`src/rtl/rx_packet_capture.sv`:
```
// rx_packet_capture: captures one Ethernet packet streamed as 16-bit words,
// stages the MAC header fields, and publishes them only when the packet
// length is legal. Handshake: ethernet_rcv_req_out is high exactly while in
// RECV; a word is taken on every RECV cycle with ethernet_rcv_data_rdy_in=1,
// and ethernet_rcv_complete_in=1 ends the packet (a word in that same cycle
// is still taken). No back-pressure is applied to the controller.
module rx_packet_capture #(
    parameter logic [47:0] MY_MAC    = 48'h0123_4567_89AB,
    parameter logic [15:0] TIMEOUT   = 16'd50000,
    parameter logic [10:0] MAX_WORDS = 11'd760
) (
    input  logic        Clock,
    input  logic        Reset,
    input  logic        start_rx,
    output logic        ethernet_rcv_req_out,
    input  logic [15:0] ethernet_rcv_data_in,
    input  logic        ethernet_rcv_data_rdy_in,
    input  logic        ethernet_rcv_complete_in,
    output logic [47:0] rx_dest_mac,
    output logic [47:0] rx_src_mac,
    output logic [15:0] rx_ethertype,
    output logic [10:0] rx_word_count,
    output logic        rx_packet_valid,
    output logic        rx_error,
    output logic        rx_addr_match,
    output logic [15:0] rx_packet_count,
    output logic [8:0]  Debug_LEDG,
    output logic [1:0]  state_dbg
);

    typedef enum logic [1:0] {
        S_IDLE = 2'd0,
        S_RECV = 2'd1,
        S_DONE = 2'd2
    } state_t;

    localparam logic [10:0] MIN_WORDS = 11'd7;
    localparam logic [10:0] CNT_SAT   = 11'h7FF;

    state_t      state_q, state_d;
    logic        req_q, req_d;
    logic [10:0] word_cnt_q, word_cnt_d;
    logic [15:0] idle_cnt_q, idle_cnt_d;
    logic [47:0] stg_dest_q, stg_dest_d;
    logic [47:0] stg_src_q, stg_src_d;
    logic [15:0] stg_type_q, stg_type_d;
    logic [47:0] dest_q, dest_d;
    logic [47:0] src_q, src_d;
    logic [15:0] type_q, type_d;
    logic [10:0] wc_q, wc_d;
    logic        valid_q, valid_d;
    logic        error_q, error_d;
    logic        match_q, match_d;
    logic [15:0] pkt_cnt_q, pkt_cnt_d;
    logic [15:0] word_swapped;

    // Byte order on the wire puts the low byte of each word first.
    assign word_swapped = {ethernet_rcv_data_in[7:0], ethernet_rcv_data_in[15:8]};

    // Next-state, capture and publish logic. The length check runs on the
    // RECV->DONE edge using next-cycle staging values, so a word arriving with
    // complete is included and the pulse is visible during the DONE cycle.
    always_comb begin
        state_d    = state_q;
        word_cnt_d = word_cnt_q;
        idle_cnt_d = idle_cnt_q;
        stg_dest_d = stg_dest_q;
        stg_src_d  = stg_src_q;
        stg_type_d = stg_type_q;
        dest_d     = dest_q;
        src_d      = src_q;
        type_d     = type_q;
        wc_d       = wc_q;
        match_d    = match_q;
        pkt_cnt_d  = pkt_cnt_q;
        valid_d    = 1'b0;
        error_d    = 1'b0;

        case (state_q)
            S_IDLE: begin
                if (start_rx) begin
                    state_d    = S_RECV;
                    word_cnt_d = '0;
                    idle_cnt_d = '0;
                    stg_dest_d = '0;
                    stg_src_d  = '0;
                    stg_type_d = '0;
                end
            end
            S_RECV: begin
                if (ethernet_rcv_data_rdy_in) begin
                    idle_cnt_d = '0;
                    case (word_cnt_q)
                        11'd0:   stg_dest_d[47:32] = word_swapped;
                        11'd1:   stg_dest_d[31:16] = word_swapped;
                        11'd2:   stg_dest_d[15:0]  = word_swapped;
                        11'd3:   stg_src_d[47:32]  = word_swapped;
                        11'd4:   stg_src_d[31:16]  = word_swapped;
                        11'd5:   stg_src_d[15:0]   = word_swapped;
                        11'd6:   stg_type_d        = word_swapped;
                        default: ;
                    endcase
                    if (word_cnt_q != CNT_SAT) begin
                        word_cnt_d = word_cnt_q + 11'd1;
                    end
                end

                if (ethernet_rcv_complete_in) begin
                    state_d = S_DONE;
                    if ((word_cnt_d >= MIN_WORDS) && (word_cnt_d <= MAX_WORDS)) begin
                        dest_d    = stg_dest_d;
                        src_d     = stg_src_d;
                        type_d    = stg_type_d;
                        wc_d      = word_cnt_d;
                        valid_d   = 1'b1;
                        pkt_cnt_d = pkt_cnt_q + 16'd1;
                        match_d   = (stg_dest_d == MY_MAC) || (stg_dest_d == 48'hFFFF_FFFF_FFFF);
                    end else begin
                        error_d = 1'b1;
                    end
                end else if (!ethernet_rcv_data_rdy_in) begin
                    // Abort once TIMEOUT consecutive silent cycles have elapsed.
                    if ((idle_cnt_q + 16'd1) == TIMEOUT) begin
                        error_d    = 1'b1;
                        state_d    = S_IDLE;
                        idle_cnt_d = '0;
                    end else begin
                        idle_cnt_d = idle_cnt_q + 16'd1;
                    end
                end
            end
            S_DONE: begin
                state_d = S_IDLE;
            end
            default: begin
                state_d = S_IDLE;
            end
        endcase
    end

    // Request is registered and tracks the RECV state exactly.
    always_comb begin
        req_d = (state_d == S_RECV);
    end

    // State and output registers; reset discards any packet in flight.
    always_ff @(posedge Clock or posedge Reset) begin
        if (Reset) begin
            state_q    <= S_IDLE;
            req_q      <= 1'b0;
            word_cnt_q <= '0;
            idle_cnt_q <= '0;
            stg_dest_q <= '0;
            stg_src_q  <= '0;
            stg_type_q <= '0;
            dest_q     <= '0;
            src_q      <= '0;
            type_q     <= '0;
            wc_q       <= '0;
            valid_q    <= 1'b0;
            error_q    <= 1'b0;
            match_q    <= 1'b0;
            pkt_cnt_q  <= '0;
        end else begin
            state_q    <= state_d;
            req_q      <= req_d;
            word_cnt_q <= word_cnt_d;
            idle_cnt_q <= idle_cnt_d;
            stg_dest_q <= stg_dest_d;
            stg_src_q  <= stg_src_d;
            stg_type_q <= stg_type_d;
            dest_q     <= dest_d;
            src_q      <= src_d;
            type_q     <= type_d;
            wc_q       <= wc_d;
            valid_q    <= valid_d;
            error_q    <= error_d;
            match_q    <= match_d;
            pkt_cnt_q  <= pkt_cnt_d;
        end
    end

    assign ethernet_rcv_req_out = req_q;
    assign rx_dest_mac          = dest_q;
    assign rx_src_mac           = src_q;
    assign rx_ethertype         = type_q;
    assign rx_word_count        = wc_q;
    assign rx_packet_valid      = valid_q;
    assign rx_error             = error_q;
    assign rx_addr_match        = match_q;
    assign rx_packet_count      = pkt_cnt_q;
    assign Debug_LEDG           = {req_q, pkt_cnt_q[7:0]};
    assign state_dbg            = state_q;

endmodule

```
`config.mk`:
```
export PLATFORM = sky130hd
export DESIGN_NAME = rx_packet_capture
export DESIGN_NICKNAME = d
export VERILOG_FILES = /design/src/rtl/rx_packet_capture.sv
export SDC_FILE = /design/constraint.sdc
export NUM_CORES = 1
export LEC_CHECK = 0
export ABC_CLOCK_PERIOD_IN_PS = 11900
export BUFFER_PORTS_ARGS = -buffer_cell sky130_fd_sc_hd__buf_2
export CORE_MARGIN = 1
export CORE_UTILIZATION = 45
export CTS_CLUSTER_SIZE = 25
export DETAILED_ROUTE_END_ITERATION = 8
export PLACE_DENSITY = 0.67
export SLEW_MARGIN = 20
export SYNTH_ARGS = -nofsm -noshare
export SYNTH_HDL_FRONTEND = slang
export SYNTH_SLANG_ARGS = --single-unit
```
`constraint.sdc`:
```
create_clock -name Clock -period 11.9 [get_ports Clock]
set_clock_uncertainty 0.1 [all_clocks]
set_input_delay 1.19 -clock Clock [delete_from_list [all_inputs] [get_ports Clock]]
set_output_delay 1.19 -clock Clock [all_outputs]
set_load 0.02 [all_outputs]
```
==> results of run 1 <==
synth_stat cells, drive strengths merged, types with 25 or more instances:
cell type	n	area share, %
dfrtp	284	51
mux2	220	19
a22o	117	7.3
nand2	86	2.3
buf	53	2.8
clkbuf	52	1.5
o21ai	37	1.3
nand4	35	1.8
nor2	33	0.99
nand3	30	1.2
and3	26	1.2
nor3	25	1.1
worst max-delay path, delay by kind of cell:
family | cells | cell delay (ns)
AOI/OAI and AO/OA | 2 | 0.63
buffers and inverters | 3 | 1.59
muxes | 1 | 0.41
and+or+nand+nor | 4 | 1.04
report_power, final:
group          leakage [nW]  switching (mW)  internal [mW]
sequential             3.93          0.0941           1.06
clock                 0.514           0.382          0.592
combinational          3.54           0.371          0.213
layout make-up:
class	count	area (µm²)
Fill cell	2736	14700
Tap cell	396	495
Inverter	15	68.8
Sequential cell	284	7110
Timing Repair Buffer	183	942
Multi-Input combinational cell	763	6320
Clock inverter	8	119
Clock buffer	44	915
kinds of logic (layout without fill, tap and decap cells):
logic type | after synthesis | in the layout | share of synthesized area [%]
AND/OR/NAND/NOR | 286 | 286 | 11.2
flip-flops | 284 | 284 | 50.6
multiplexers | 226 | 226 | 19.3
AO/OA/AOI/OAI | 217 | 217 | 12.0
buffers and inverters | 120 | 250 | 4.72
XOR/XNOR | 28 | 28 | 1.74
adder cells (fa/ha/maj) | 6 | 6 | 0.534
final timing paths:
check	from	endpoint	slack, ns
max in group asynchronous	Reset	rx_src_mac[44]	9.44
setup reg to reg	word_cnt_q[0]	rx_dest_mac[43]	7.41
hold / removal	rx_packet_count[15]	rx_packet_count[15]	0.37
min in group asynchronous	Reset	rx_word_count[6]	0.74
hold reg to reg	rx_packet_count[15]	rx_packet_count[15]	0.37
setup / recovery	ethernet_rcv_data_rdy_in	rx_dest_mac[43]	7.29
registers in the layout, summed over array words and instances (netlist names):
signal,cells
rx_word_count,11
rx_error,1
rx_packet_valid,1
rx_addr_match,1
rx_src_mac,48
state_dbg,2
rx_packet_count,16
ethernet_rcv_req_out,1
idle_cnt_q,16
stg_dest_q,48
word_cnt_q,11
rx_ethertype,16
rx_dest_mac,48
stg_src_q,48
stg_type_q,16
routing by layer:
metal,global-route usage [%],share of wire [%]
met1,31.2,45
met2,35.0,47
met3,3.56,5.5
met4,5.40,1.8
met5,0,0
per-stage QoR:
stage / total power, mW / hold WS [ns]
2_1_floorplan: 1.56 / 0.359
3_3_place_gp: 1.74 / 0.361
3_5_place_dp: 1.75 / 0.363
4_1_cts: 2.73 / 0.371
5_1_grt: 2.84 / 0.377
6_report: 2.72 / 0.373
==> flow_summary.toml, run 1 <==
[run_status]
status = "completed"

[timing]
period_minus_slack_ns = 4.61
rsz0062_at_grt = "no"
finalHoldViolCount = 0
slew_viol_final = 0
setup_slack_ns = 7.29
fmax_mhz = 217
finalSetupViolCount = 0
fin_crit_sh_pct = 38.7
tns_ns = 0
maxSlewHeadroom_pct = 21.6
tightest_slew_ns = 1.17

[power]
leakage_nw = 7.98
powerDensity_nw_per_um2 = 170
vdd_drop_max_mv = 0.127

[yosys]
ys_ff_latch = 284
synthArstFlopShare_pct = 100
syn-num-nets = 1194
syn_avg_cell_area_um2 = 12.0
synth_edf_count = 0
synth.distinct_cells = 75
synth.yosys.seq_area_share_pct = 50.6
syn_area_um2 = 14100
synth_ff_type = "dfrtp_1"
ys.warnings.count = 0
synth_cells = 1167

[clocking]
postCtsSetupBuffers = 0
cts_buffer_depth = 3
cts_made_buffers = 31
clk_pin_slew_worst_paths_ns = 0.06
htreeDepth = 1
root_buffer = "clkbuf_16"
cts_tree = "built"
insertion_delay_ns = 0.55
clock_sinks = 284
hold_buffers = 0
cts_resized = 0

[finish]
final_nets = 1305
fin_area_um2 = 16000
antenna_cells = 0
final_cells = 1693
final_common_cell = "dfrtp_1"
fin_util_pct = 52.1
synthToLayoutAreaGrowth_pct = 13.6
layout_common_cells = "dfrtp_1, buf_2, mux2_2"
drive_above_1_share_pct = 37.8

[route]
first_pass_iters = 5
viasPerCell = 5.88
routed_wl_mm = 35.0
drt-initial-drc-count = 589
ant_nets = 0
drt-wirelength-per-cell_um = 20.7
vias = 9958
drc = 0

[die]
initial_core_util_pct = 45.8
dieArea_um2 = 31900
rows = 64
die_y_um = 179
die-width_um = 179
design.core.area_um2 = 30700
pin_count = 175

[setup_path]
crit_path_max_fanout = 83
end_kind = "register"
crit_chain = "buf_2 -> and3_1 -> a31oi_1 -> nor3_2 -> and4b_1 -> a31oi_4 -> nand3_4 -> inv_6 -> buf_4 -> mux2_2"
crit_path_top_delay_cell = "buf_4"
worstSetupPathType = "primary input to register"
arrival_ns = 4.94
cp-start-kind = "primary input"
critPathRequiredTime_ns = 12.23
r2r_cells = 10
cpPeakStageDelay_ns = 0.73

[run]
maxCapViolCount = 0

[placement]
pre_cts_ws_ns = 6.72
dpl_cell_area_um2 = 14900
gp_congestion = 0.848
hpwl_mm = 22.1
io_buffer_count = 174
dp.cells = 1641

[hold_path]
holdPathStages = 1
hp-class = "register to register"

[grt]
grt_pass1_wl_mm = 54.9
grt-ovfl-total = 0
antenna_found_initial = 0
grt.total_usage_pct = 22.0
grt_max_degree = 127
grt_pass1_vias = 9761
No activity file was read; power rests on OpenSTA's default activity.
==> run 2, diff against run 1 <==
- ABC_CLOCK_PERIOD_IN_PS: 11900 -> 3850
- PLACE_DENSITY: 0.67 -> 0.7
- clock period: 11.9 -> 3.85 ns (I/O delays scaled with it)
==> run 2 against run 1 <==
Compared with the run above:
- the run now ends with hold timing left
- critical path depth unchanged
- combinational power rose to 3.2 times the previous value
- cell count up 1.9%
- power grew to 3.2 times the previous value
- clock power rose to 3.3 times the previous value
- die area unchanged
- global-route usage grew 0.79 points
- utilization increased by 1.2 points
- flip-flop and latch count unchanged
- worst hold slack lost 0.39 ns
==> flow_summary.toml, run 2 (synthesized netlist as in run 1, its figures left out) <==
[run_status]
status = "finished, violations left"
violations = "hold timing"

[timing]
period_minus_slack_ns = 3.53
tightest_slew_ns = 0.961
slew_viol_final = 0
fmax_mhz = 283
rsz0062_at_grt = "no"
finalSetupViolCount = 0
hold_ws_ns = -0.0184
finalHoldViolCount = 24
setup_slack_ns = 0.319
maxSlewHeadroom_pct = 35.8
fin_crit_sh_pct = 91.7
tns_ns = 0

[setup_path]
crit_path_top_delay_cell = "dfrtp_1"
critPathBufInv = 2
critical_path.startpoint = "word_cnt_q[0]"
crit_family = "buffers and inverters"
worstReg2RegStart = "word_cnt_q[0]"
reg2reg_slack_ns = 0.32
reg2reg_to = "rx_src_mac[44]"
cpPeakStageDelay_ns = 0.52
crit_path_max_fanout = 59
arrival_ns = 3.81
critPathRequiredTime_ns = 4.13
end_kind = "register"
r2r_cells = 10
worstSetupPathType = "register to register"
crit_chain = "ha_1 -> nand4_4 -> nor3_1 -> mux2i_1 -> nor2_1 -> a31oi_4 -> nand3_4 -> inv_6 -> buf_4 -> mux2_2"
cp-start-kind = "register"

[placement]
pre_cts_ws_ns = 0.372
dpl_cell_area_um2 = 15200
io_buffer_count = 174
gp_congestion = 0.926
hpwl_mm = 23.4

[finish]
synthToLayoutAreaGrowth_pct = 16.2
drive_above_1_share_pct = 39.5
n_fill_cell = 2623
layout_common_cells = "dfrtp_1, buf_2, mux2_2"
final_common_cell = "dfrtp_1"
final_nets = 1334
antenna_cells = 0
fin_util_pct = 53.3
fin_area_um2 = 16300

[clocking]
cts_buffer_depth = 3
cts_tree = "built"
cts_resized = 0
insertion_delay_ns = 0.53
root_buffer = "clkbuf_16"
cts_made_buffers = 34
clk_pin_slew_worst_paths_ns = 0.05
htreeDepth = 2
hold_buffers = 0
postCtsSetupBuffers = 0
clock_sinks = 284

[route]
viasPerCell = 5.87
vias = 10100
first_pass_iters = 5
ant_nets = 0
drc = 0
routed_wl_mm = 35.8
drt-initial-drc-count = 983
drt-wirelength-per-cell_um = 20.8

[die]
pin_count = 175
rows = 64
dieArea_um2 = 31900
initial_core_util_pct = 45.8
die_y_um = 179
design.core.area_um2 = 30700
die-width_um = 179

[grt]
antenna_found_initial = 1
grt_pass1_vias = 9906
grt-ovfl-total = 0
grt.total_usage_pct = 22.8
grt_pass1_wl_mm = 56.4
grt_max_degree = 69

[power]
vdd_drop_max_mv = 0.343
leakage_nw = 8.16
powerDensity_nw_per_um2 = 531

[hold_path]
hp-class = "primary input to async pin"

[run]
maxCapViolCount = 0
==> run 2: how the worst max path moves through the flow <==
stage	slack, ns	cells after the start	to
4_1_cts	0.39	10	rx_src_mac[44]
2_1_floorplan	-0.40	1	ethernet_rcv_req_out
5_1_grt	0.19	10	rx_src_mac[2]
3_5_place_dp	0.37	10	rx_ethertype[3]
3_3_place_gp	0.44	10	rx_ethertype[0]
6_report	0.32	10	rx_src_mac[44]
==> run 2: area by class of cell <==
type / instances / area [µm²] / share of cell area [%]
Timing Repair Buffer: 209 / 1220 / 7.48
Sequential cell: 284 / 7110 / 43.5
Inverter: 15 / 65.1 / 0.398
Clock buffer: 44 / 958 / 5.87
Tap cell: 396 / 495 / 3.03
Clock inverter: 15 / 180 / 1.10
Multi-Input combinational cell: 763 / 6310 / 38.6
==> run 2: power breakdown <==
| part | internal (mW) | switching (mW) | total [mW] |
|---|---|---|---|
| clock network | 1.92 | 1.31 | 3.22 |
| registers | 3.29 | 0.290 | 3.58 |
| logic | 0.692 | 1.18 | 1.87 |
| total | 5.90 | 2.78 | 8.67 |
==> run 2: layer usage <==
layer | track usage (%) | vias up | share of wire [%]
met5 | 0 | - | 0.022
li1 | - | 4556 | -
met4 | 6.74 | 2 | 2.6
met3 | 4.54 | 72 | 6.9
met1 | 32.0 | 5069 | 44
met2 | 35.5 | 424 | 47
==> run 2: metrics by stage <==
stage          power (mW)  cells
2_1_floorplan        4.84   1167
3_5_place_dp         5.46   1667
5_1_grt              9.05   1726
4_1_cts              8.70   1726
6_report             8.67   1726
3_3_place_gp         5.43   1667
==> run 3, diff against run 2 <==
- ABC_CLOCK_PERIOD_IN_PS: 3850 -> 4540
- CORE_ASPECT_RATIO: not set -> 2
- PLACE_DENSITY: 0.7 -> 0.67
- clock period: 3.85 -> 4.54 ns (I/O delays scaled with it)
==> run 3 against run 2 <==
Compared with the run above:
- the flow still finishes with violations (hold timing)
- power is 18% lower
- clock-buffer cell count fell by 11
- combinational power decreased by 14%
- clock power fell by 24%
- global-route usage is 1.4 points higher
- first-iteration DRC count shrank 29%
- flip-flop and latch count unchanged
- cell count is 2.5% lower
- maximum frequency down 2.4%
- register-to-register slack better by 0.60 ns
- non-clock buffer count down 9
- largest cell class unchanged
==> flow_summary.toml, run 3 (synthesized netlist as in run 1, its figures left out) <==
[setup_path]
reg2reg_slack_ns = 0.92
arrival_ns = 3.95
end_kind = "register"
r2r_cells = 10
crit_path_top_delay_cell = "dfrtp_1"
cp-start-kind = "register"
cpPeakStageDelay_ns = 0.50
crit_path_max_fanout = 63
reg2reg_to = "rx_dest_mac[38]"
worstReg2RegStart = "word_cnt_q[0]"
worstSetupPathType = "register to register"
critPathRequiredTime_ns = 4.87
crit_chain = "ha_1 -> nand3_1 -> o31ai_2 -> and3_1 -> o21bai_1 -> a31oi_4 -> nand3_4 -> inv_6 -> buf_4 -> mux2_2"

[finish]
final_common_cell = "dfrtp_1"
layout_common_cells = "dfrtp_1, buf_2, mux2_2"
drive_above_1_share_pct = 38.7
antenna_cells = 0
final_nets = 1318
synthToLayoutAreaGrowth_pct = 13.9

[placement]
pre_cts_ws_ns = 0.827
io_buffer_count = 174
gp_congestion = 0.897
hpwl_mm = 26.3

[clocking]
htreeDepth = 1
postCtsSetupBuffers = 0
cts_tree = "built"
cts_buffer_depth = 3
insertion_delay_ns = 0.58
cts_made_buffers = 27
clock_sinks = 284
cts_resized = 0
root_buffer = "clkbuf_16"
clk_pin_slew_worst_paths_ns = 0.07
hold_buffers = 0

[timing]
tns_ns = 0
finalHoldViolCount = 3
finalSetupViolCount = 0
setup_slack_ns = 0.924
fmax_mhz = 277
tightest_slew_ns = 1.05
hold_ws_ns = -0.00769
slew_viol_final = 0
maxSlewHeadroom_pct = 29.4
rsz0062_at_grt = "no"
period_minus_slack_ns = 3.62
fin_crit_sh_pct = 79.7

[die]
rows = 91
dieArea_um2 = 32000
die_y_um = 252
design.core.area_um2 = 30700
pin_count = 175
initial_core_util_pct = 45.7
die-width_um = 127

[power]
p_sw_share_pct = 32.6
p_clk_share_pct = 34.7
leakage_nw = 8.02
share_comb_of_total_power_pct = 22.5
seq_power_share_pct = 42.8
p_switching_mw = 2.31
intPower_mw = 4.78
vdd_drop_max_mv = 0.324
powerDensity_nw_per_um2 = 443

[grt]
antenna_found_initial = 0
grt-ovfl-total = 0
grt_max_degree = 151
grt_pass1_wl_mm = 59.9
grt.total_usage_pct = 24.2
grt_pass1_vias = 10400

[route]
vias = 9941
first_pass_iters = 5
drt-initial-drc-count = 697
viasPerCell = 5.91
drc = 0
routed_wl_mm = 38.2
drt-wirelength-per-cell_um = 22.7
ant_nets = 0

[run_status]
violations = "hold timing"
status = "finished, violations left"

[run]
maxCapViolCount = 0

[hold_path]
hp-class = "primary input to async pin"
## run 3: metal layers
metal  share of wire (%)  global-route usage (%)  routed length (µm)
met3                 4.2                    3.03                1590
met1                  36                    26.1               13800
met2                  56                    46.4               21400
met4                 3.8                    10.7                1460
met5                   0                       0                   0
## run 3: worst max path at each step
stage	startpoint	to	slack [ns]	cells past startpoint
floorplan	Reset	ethernet_rcv_req_out	0.22	1
global placement	ethernet_rcv_data_rdy_in	rx_dest_mac[47]	0.86	10
detailed placement	ethernet_rcv_data_rdy_in	rx_dest_mac[41]	0.83	10
CTS	word_cnt_q[0]	rx_dest_mac[41]	0.88	10
global route	word_cnt_q[0]	rx_dest_mac[41]	0.72	10
finish	word_cnt_q[0]	rx_dest_mac[38]	0.92	10
## run 3: per-stage QoR
stage	hold slack [ns]	std cells	instance area [µm²]	power [mW]	utilization [%]
after floorplan	0.359	1167	14100	4.10	-
after global placement	0.366	1634	15000	4.63	48.9
after detailed placement	0.376	1634	15000	4.66	48.9
after CTS	0.00711	1683	16000	7.14	52.1
after global routing	0.0300	1683	16000	7.39	52.1
final	-0.00769	1683	16000	7.09	52.1
## run 3: layout make-up
| cell class | count | area [µm²] |
|---|---|---|
| Fill cell | 2743 | 14700 |
| Sequential cell | 284 | 7110 |
| Multi-Input combinational cell | 763 | 6310 |
| Timing Repair Buffer | 200 | 1100 |
| Clock buffer | 33 | 748 |
| Tap cell | 372 | 465 |
| Clock inverter | 16 | 213 |
| Inverter | 15 | 65.1 |
## run 3: critical path: cells and delay by family (launching register included)
family,cells,cell delay [ns]
DFF,1,0.50
and+or+nand+nor,3,0.49
adders and majority gates,1,0.40
AOI/OAI and AO/OA,3,0.78
buffers and inverters,2,0.81
muxes,1,0.35
## run 3: power groups by stage
| stage | registers, mW | clock network, mW | logic (mW) |
|---|---|---|---|
| 2_1_floorplan | 3.13 | 0 | 0.969 |
| 3_3_place_gp | 3.07 | 0 | 1.57 |
| 3_5_place_dp | 3.07 | 0 | 1.59 |
| 4_1_cts | 3.03 | 2.52 | 1.60 |
| 5_1_grt | 3.06 | 2.61 | 1.73 |
| 6_report | 3.03 | 2.46 | 1.60 |
